**src/rtl/serial_adder_pkg.sv**
```systemverilog
// Shared types and limits for the bit-serial adder controller.
package serial_adder_pkg;

   localparam int unsigned WIDTH_MAX = 32;

   typedef enum logic [1:0] {
      IDLE = 2'd0,
      RUN  = 2'd1,
      DONE = 2'd2
   } state_e;

endpackage : serial_adder_pkg

```
**src/rtl/full_adder.sv**
```systemverilog
// One-bit combinational full adder cell.
module full_adder (
   input  logic a,
   input  logic b,
   input  logic cin,
   output logic sum,
   output logic cout
);

   assign sum  = a ^ b ^ cin;
   assign cout = (a & b) | (cin & (a ^ b));

endmodule : full_adder

```
**src/rtl/serial_adder_ctrl.sv**
```systemverilog
// Bit-serial adder: one full_adder cell stepped LSB first over WIDTH bits.
// Define SERIAL_ADDER_OVF_EN to add the signed-overflow output ovf.
module serial_adder_ctrl
   import serial_adder_pkg::*;
#(
   parameter int unsigned WIDTH = 8
) (
   input  logic             clk,
   input  logic             rst_n,
   input  logic             start,
   input  logic [WIDTH-1:0] a,
   input  logic [WIDTH-1:0] b,
   input  logic             cin,
   output logic             busy,
   output logic             done,
   output logic [WIDTH-1:0] sum,
   output logic             cout
`ifdef SERIAL_ADDER_OVF_EN
   ,
   output logic             ovf
`endif
);

   localparam int unsigned CNT_W = (WIDTH > 1) ? $clog2(WIDTH) : 1;

   state_e             state_q, state_d;
   logic [WIDTH-1:0]   a_sh_q, a_sh_d;
   logic [WIDTH-1:0]   b_sh_q, b_sh_d;
   logic [WIDTH-1:0]   sum_q, sum_d;
   logic [CNT_W-1:0]   cnt_q, cnt_d;
   logic               carry_q, carry_d;
   logic               cout_q, cout_d;
   logic               busy_q, done_q;
   logic               fa_sum, fa_cout;
   logic               last_bit;
`ifdef SERIAL_ADDER_OVF_EN
   logic               ovf_q, ovf_d;
`endif

   full_adder u_fa (
      .a    (a_sh_q[0]),
      .b    (b_sh_q[0]),
      .cin  (carry_q),
      .sum  (fa_sum),
      .cout (fa_cout)
   );

   assign last_bit = (cnt_q == CNT_W'(WIDTH - 1));

   // Next-state and datapath update
   always_comb begin
      state_d = state_q;
      a_sh_d  = a_sh_q;
      b_sh_d  = b_sh_q;
      sum_d   = sum_q;
      cnt_d   = cnt_q;
      carry_d = carry_q;
      cout_d  = cout_q;
`ifdef SERIAL_ADDER_OVF_EN
      ovf_d   = ovf_q;
`endif
      unique case (state_q)
         IDLE, DONE: begin
            if (start) begin
               state_d = RUN;
               a_sh_d  = a;
               b_sh_d  = b;
               carry_d = cin;
               cnt_d   = '0;
               sum_d   = '0;
               cout_d  = 1'b0;
`ifdef SERIAL_ADDER_OVF_EN
               ovf_d   = 1'b0;
`endif
            end else begin
               state_d = IDLE;
            end
         end
         RUN: begin
            a_sh_d  = a_sh_q >> 1;
            b_sh_d  = b_sh_q >> 1;
            sum_d   = {fa_sum, sum_q[WIDTH-1:1]};
            carry_d = fa_cout;
            if (last_bit) begin
               state_d = DONE;
               cout_d  = fa_cout;
`ifdef SERIAL_ADDER_OVF_EN
               // Carry into the MSB is the carry register on this final step
               ovf_d   = carry_q ^ fa_cout;
`endif
            end else begin
               cnt_d = cnt_q + CNT_W'(1);
            end
         end
         default: state_d = IDLE;
      endcase
   end

   always_ff @(posedge clk or negedge rst_n) begin
      if (!rst_n) begin
         state_q <= IDLE;
         a_sh_q  <= '0;
         b_sh_q  <= '0;
         sum_q   <= '0;
         cnt_q   <= '0;
         carry_q <= 1'b0;
         cout_q  <= 1'b0;
         busy_q  <= 1'b0;
         done_q  <= 1'b0;
`ifdef SERIAL_ADDER_OVF_EN
         ovf_q   <= 1'b0;
`endif
      end else begin
         state_q <= state_d;
         a_sh_q  <= a_sh_d;
         b_sh_q  <= b_sh_d;
         sum_q   <= sum_d;
         cnt_q   <= cnt_d;
         carry_q <= carry_d;
         cout_q  <= cout_d;
         busy_q  <= (state_d == RUN);
         done_q  <= (state_d == DONE);
`ifdef SERIAL_ADDER_OVF_EN
         ovf_q   <= ovf_d;
`endif
      end
   end

   assign busy = busy_q;
   assign done = done_q;
   assign sum  = sum_q;
   assign cout = cout_q;
`ifdef SERIAL_ADDER_OVF_EN
   assign ovf  = ovf_q;
`endif

endmodule : serial_adder_ctrl

```
**config.mk**
```make
export PLATFORM = sky130hd
export DESIGN_NAME = serial_adder_ctrl
export DESIGN_NICKNAME = d
export VERILOG_FILES = /design/src/rtl/serial_adder_pkg.sv /design/src/rtl/full_adder.sv /design/src/rtl/serial_adder_ctrl.sv
export SDC_FILE = /design/constraint.sdc
export NUM_CORES = 1
export LEC_CHECK = 0
export ABC_AREA = 1
export CORE_MARGIN = 10
export CORE_UTILIZATION = 25
export CTS_CLUSTER_DIAMETER = 150
export DETAILED_ROUTE_END_ITERATION = 6
export PLACE_DENSITY = 0.51
export SKIP_CTS_REPAIR_TIMING = 1
export SLEW_MARGIN = 20
export SYNTH_ARGS = -nofsm -noshare
export SYNTH_HDL_FRONTEND = slang
export SYNTH_HIERARCHICAL = 1
export SYNTH_SLANG_ARGS = --single-unit
```
**constraint.sdc**
```tcl
create_clock -name clk -period 1.5 [get_ports clk]
set_clock_uncertainty 0.2 [all_clocks]
set_input_delay 0.225 -clock clk [delete_from_list [all_inputs] [get_ports clk]]
set_output_delay 0.225 -clock clk [all_outputs]
set_load 0.005 [all_outputs]
```
======== Word-level counts from Yosys, hierarchy flattened ========
Cells that the tools add are included.
storage, ports and cells
  flip-flop bits (word level) ............. 33
  bits in latches ......................... 0
  bits in writable memories ............... 0
  memory bits (read-only) ................. 0
  bits of input ports ..................... 20
  memories ................................ 0
cells by class
  add/subtract/negate cells ............... 1
  multipliers ............................. 0
  div/mod/pow operators ................... 0
  order comparisons ....................... 0
  equal/unequal tests ..................... 8
  shift operators ......................... 0
  mux-type cells .......................... 17
  bitwise gates (word level) .............. 5
  reductions and logical operators ........ 6
operators with widths
  cell                                                 number
  case mux 8 bit (2 select lines)                      3
  2-to-1 mux 8 bit                                     3
  2-to-1 mux 3 bit                                     2
  != test 2 bit, second input constant                 3
  case mux 3 bit (2 select lines)                      1
  AND reduction 3 bit                                  2
  equality test 2 x 1 -> 1 bit, second input constant  2
  equality test 2 bit, second input constant           2
  2-to-1 mux 1 bit                                     4
  case mux 1 bit (2 select lines)                      2
  case mux 2 bit (2 select lines)                      1
  adder 3 x 1 -> 3 bit, second input constant          1
  equality test 3 bit, second input constant           1
  AND 1 bit                                            2
  zero test 2 bit                                      1
  2-to-1 mux 2 bit                                     1
  AND reduction 2 bit                                  1
  nonzero test 2 bit                                   1
  OR reduction 2 bit                                   1
  bitwise XOR 1 bit                                    2
  OR 1 bit                                             1

======== Depth between registers and ports, before layout ========
  depth after elaboration ................. 5
  gate-level depth with buffers ........... 8

======== Modules after synthesis ========
The synthesis kept the hierarchy.
modules (own cells, without submodules)
  module             times used  cells each  area an instance (µm²)
  serial_adder_ctrl  1           205         1586.5
  full_adder         1           1           20.0

======== Worst setup path before layout ========
No wires, ideal clock.
  kind .................................... register to register
  start ................................... register cnt_q[0]
  end ..................................... register cout_q (netlist: cout)
  arrival time ............................ 1.027 ns
  data required time ...................... 1.184 ns
  slack ................................... 0.157 ns
  cell stages (with the launch flop) ...... 7
  path buffers ............................ 0
  clock period less this slack ............ 1.343 ns
  cell sequence ........................... dfrtp_1 > ha_1 > ha_1 > nand3_1 > nand2_1 > nand2_1 > nand2_1
on the way
  longest elaborated chain between the ends .. 3
ends and longest elaborated chain
  what                           RTL line                  RTL
  start: declaration             serial_adder_ctrl.sv:30   logic [CNT_W-1:0] cnt_q, cnt_d;
  start signal: assignment       serial_adder_ctrl.sv:118  cnt_q <= cnt_d;
  equality test 3 bit            serial_adder_ctrl.sv:48   assign last_bit = (cnt_q == CNT_W'(WIDTH - 1));
  != test 2 bit (no line)        --
  AND reduction 3 bit (no line)  --
  end signal: assignment         serial_adder_ctrl.sv:120  cout_q <= cout_d;
  end: declaration               serial_adder_ctrl.sv:32   logic cout_q, cout_d;
Every way passes these cells.
A chain may end at the register's enable or synchronous reset.

======== Final worst setup path ========
Ends and elaborated chain as after synthesis.

==> run summary <==
In this run the worst path has a maximum fanout of 4. The clock slew seen by the registers of the worst setup and hold paths came out at ~0.060 ns. The count of state elements after synthesis is 33. The number of antenna violations at the first check in global routing came out at 0.

The cell area power density is roughly 1900 nW/µm². The post-place setup slack came out at 0.0172 ns. The slew at the pin closest to its max-slew limit came out at about 0.24 ns. The antenna diode instance count is 0. The core region is between 6000 and 7000 µm². The number of buffers inserted by port buffering is 30. Timing would allow up to slightly above 0.7 GHz. Using the TritonRoute via totals, the vias-per-cell ratio works out to between 4 and 5.

The primary flip-flop cell chosen by synthesis mapping is dfrtp_1. The worst setup path endpoint is cout$_DFFE_PN0P_. The commonest cells after synthesis are 84 x nand2_1, 34 x inv_1, 34 x nand3_1, 33 x dfrtp_1, 3 x buf_6. The first global-routing pass estimated 6420 µm of wire.

The cell area after synthesis came out at about 1600 µm². The first-pass iteration count of the detailed router is 4. The worst setup path is launched from a flip-flop. The number of remaining DRC errors is 0. The number of DRC markers after the initial detailed-route iteration is between 50 and 60. STA classifies the critical path endpoint as a flip-flop.

The number of pins exceeding their max-slew limit in the final report came to 0. The most used standard cell by instance count after synthesis is nand2_1. The worst slew margin relative to its limit came out at between 80% and 90%.

The final layout contains routed wiring with a total length of 3670 µm. After synthesis, flip-flops and latches occupy between 50% and 60% of the total area. The clock reaches the later pin of the worst-skew pair after between 0.2 and 0.3 ns. The leakage power came out at 1.34 nW.

The global route total overflow came out at 0. The async set-or-reset flop fraction in the synthesized netlist came out at between 90% and 100%. The net total in the final layout came out at 270.

The count of H-tree levels built during CTS is 2. The share of the core filled with cells is ~34%. The endpoint identified for the worst register-to-register timing path is cout$_DFFE_PN0P_.

The number of instances in the synthesized netlist is around 210. The startpoint identified for the worst register-to-register timing path is cnt_q[0]$_DFFE_PN0P_. The area growth from synthesis to layout is 35.5%. Detailed placement finished with a half-perimeter wire length of about 2500 µm. The number of max-capacitance violations reported came out at 0.

The number of global-route vias before repair was roughly 1300. The critical path starts at cnt_q[0]$_DFFE_PN0P_. The starting density of the core came out at between 20% and 30%.

The top cell type's share of synthesized area came out at around half. Entering global routing, the biggest net connects 34 pins. In this run the remaining antenna-violating nets after routing total 0. Counting cells, the worst reg-to-reg path comes to 6. Clock tree synthesis found a total of 33 sinks. Counting the buffers created by CTS gives 5.

Setup repair after global routing could not meet its margin everywhere. The count of unique library cells instantiated by Yosys came out at 17. The initialized floorplan defines 29 standard-cell rows. The overall die width is 100 µm. The fraction of final layout cells with drive strength greater than 1 is approximately 9.7%. 31 I/O pins were placed.

Across all register-to-register paths, the minimum setup slack is between 0.08 and 0.09 ns. Setup slack closes at about 0.08 ns. The smallest clock period supported by the final layout is computed as roughly 1.4 ns. The overall global routing resource usage is 7.91%. The type of the worst min-delay path is input pin to async pin. The final instance count without filler cells is 325. The maximum buffer depth of the clock tree came out at 2. The global placer's final weighted congestion is between 0.7 and 0.8.

The final critical path takes up a little over nine tenths of the cycle. Counting tap cells, the placed design contains a total of roughly 310 instances. TritonCTS built the clock tree. CTS placed an instance of clkbuf_8 at the clock tree root. The peak supply drop is between 700 and 800 µV. Data on the critical path arrives at its endpoint at between 1 and 1.5 ns. The flow ran to the end, and the final reports show no timing, DRC or antenna violations. The mean instance size in the synthesized netlist came out at between 7 and 8 µm². Of all cell types, the one taking the most synthesized area is dfrtp_1. The worst hold slack came out at between 0.1 and 0.15 ns. The number of enable flip-flop cells after synthesis came out at 0. The die covers 10000 µm².

The worst setup path is of the flip-flop to flip-flop kind. Yosys printed 6 warnings. By area the synthesized netlist is led by dfrtp_1 51%, nand2_1 20%, nand3_1 11%, inv_1 7.9%, buf_6 2.1%.

Summed over all failing endpoints, the final setup total negative slack is 0 ns. The number of vias in the routed layout is around 1300. The routed wirelength normalized by instance count is approximately 11 µm. The total count of hold-check failures in the final report is 0. Setup violations remaining at the end of the flow were counted as 0. The floorplan die height is approximately 100 µm. The post-synth net total is 229. The required time at the worst-slack endpoint came out at 1.47 ns.
-- through the flow --
step	total power, mW	instance area (µm²)
detailed placement	3.55	2040
global route	4.61	2180
global placement	3.50	2040
CTS	4.21	2120
finish	4.15	2180
floorplan	2.84	1610
-- cells in the final DEF, fill, tap and decap left out --
cell type	synthesis	final
inv_2	2	2
nor2_1	1	1
nand2_2	2	2
nand3_1	34	34
dlymetal6s2s_1	0	11
inv_4	1	1
inv_1	34	34
dfrtp_1	33	33
clkdlybuf4s50_1	0	19
nand2_1	84	84
nand2_4	2	2
o21ai_0	2	2
clkbuf_8	0	5
fa_1	1	1
clkbuf_1	2	3
nor2_2	1	1
buf_4	1	8
buf_12	0	3
ha_1	2	2
-- worst max-delay path, stage by stage (launching register included) --
cell     delay (ns)
dfrtp_1        0.39
ha_1           0.20
ha_1           0.20
nand3_1        0.15
nand2_1        0.07
nand2_1        0.05
nand2_1        0.05
-- kinds of logic (layout without fill, tap and decap cells) --
kind of cell | after synthesis | after routing | synth area share, %
buf+inv | 44 | 86 | 12.1
flops | 33 | 33 | 51.4
compound gates | 2 | 2 | 0.623
fa+ha+maj | 3 | 3 | 2.80
simple gates | 124 | 124 | 33.0
-- report_power, final --
group / internal (mW) / switching [mW]
clock: 0.329 / 0.305
combinational: 0.907 / 1.10
sequential: 1.29 / 0.216
-- flip-flops by register name, summed over array words and instances, names as in the netlist --
register and flops:
cout 1, busy 1, sum 8, cnt_q 3
state_q 2, b_sh_q 8, a_sh_q 8, carry_q 1
done 1
-- how the worst min path moves through the flow --
| stage | cells after the start | slack, ns | start | to |
|---|---|---|---|---|
| after global routing | 2 | 0.11 | rst_n | cnt_q[2]$_DFFE_PN0P_ |
| after floorplan | 0 | -0.27 | rst_n | a_sh_q[0]$_DFFE_PN0P_ |
| after detailed placement | 2 | 0.27 | a_sh_q[5]$_DFFE_PN0P_ | a_sh_q[5]$_DFFE_PN0P_ |
| after CTS | 2 | 0.11 | rst_n | cnt_q[2]$_DFFE_PN0P_ |
| final | 2 | 0.11 | rst_n | cnt_q[2]$_DFFE_PN0P_ |
| after global placement | 2 | 0.26 | b_sh_q[3]$_DFFE_PN0P_ | b_sh_q[3]$_DFFE_PN0P_ |
-- metal layers --
metal / part of all wire [%] / vias to the layer above / GRT usage [%]
met1: 52 / 611 / 10.5
met4: 0.98 / 0 / 4.24
met3: 3.7 / 4 / 2.06
li1: - / 695 / -
met2: 44 / 26 / 11.4
met5: 0 / - / 0
-- cell type report --
| type | instances | area, µm² |
|---|---|---|
| clock buffers | 8 | 80.1 |
| fillers | 688 | 4140 |
| inverters | 37 | 141 |
| multi-input cells | 129 | 586 |
| flip-flops and latches | 33 | 826 |
| well taps | 77 | 96.3 |
| repair buffers | 41 | 448 |
No activity file was read; power rests on OpenSTA's default activity.
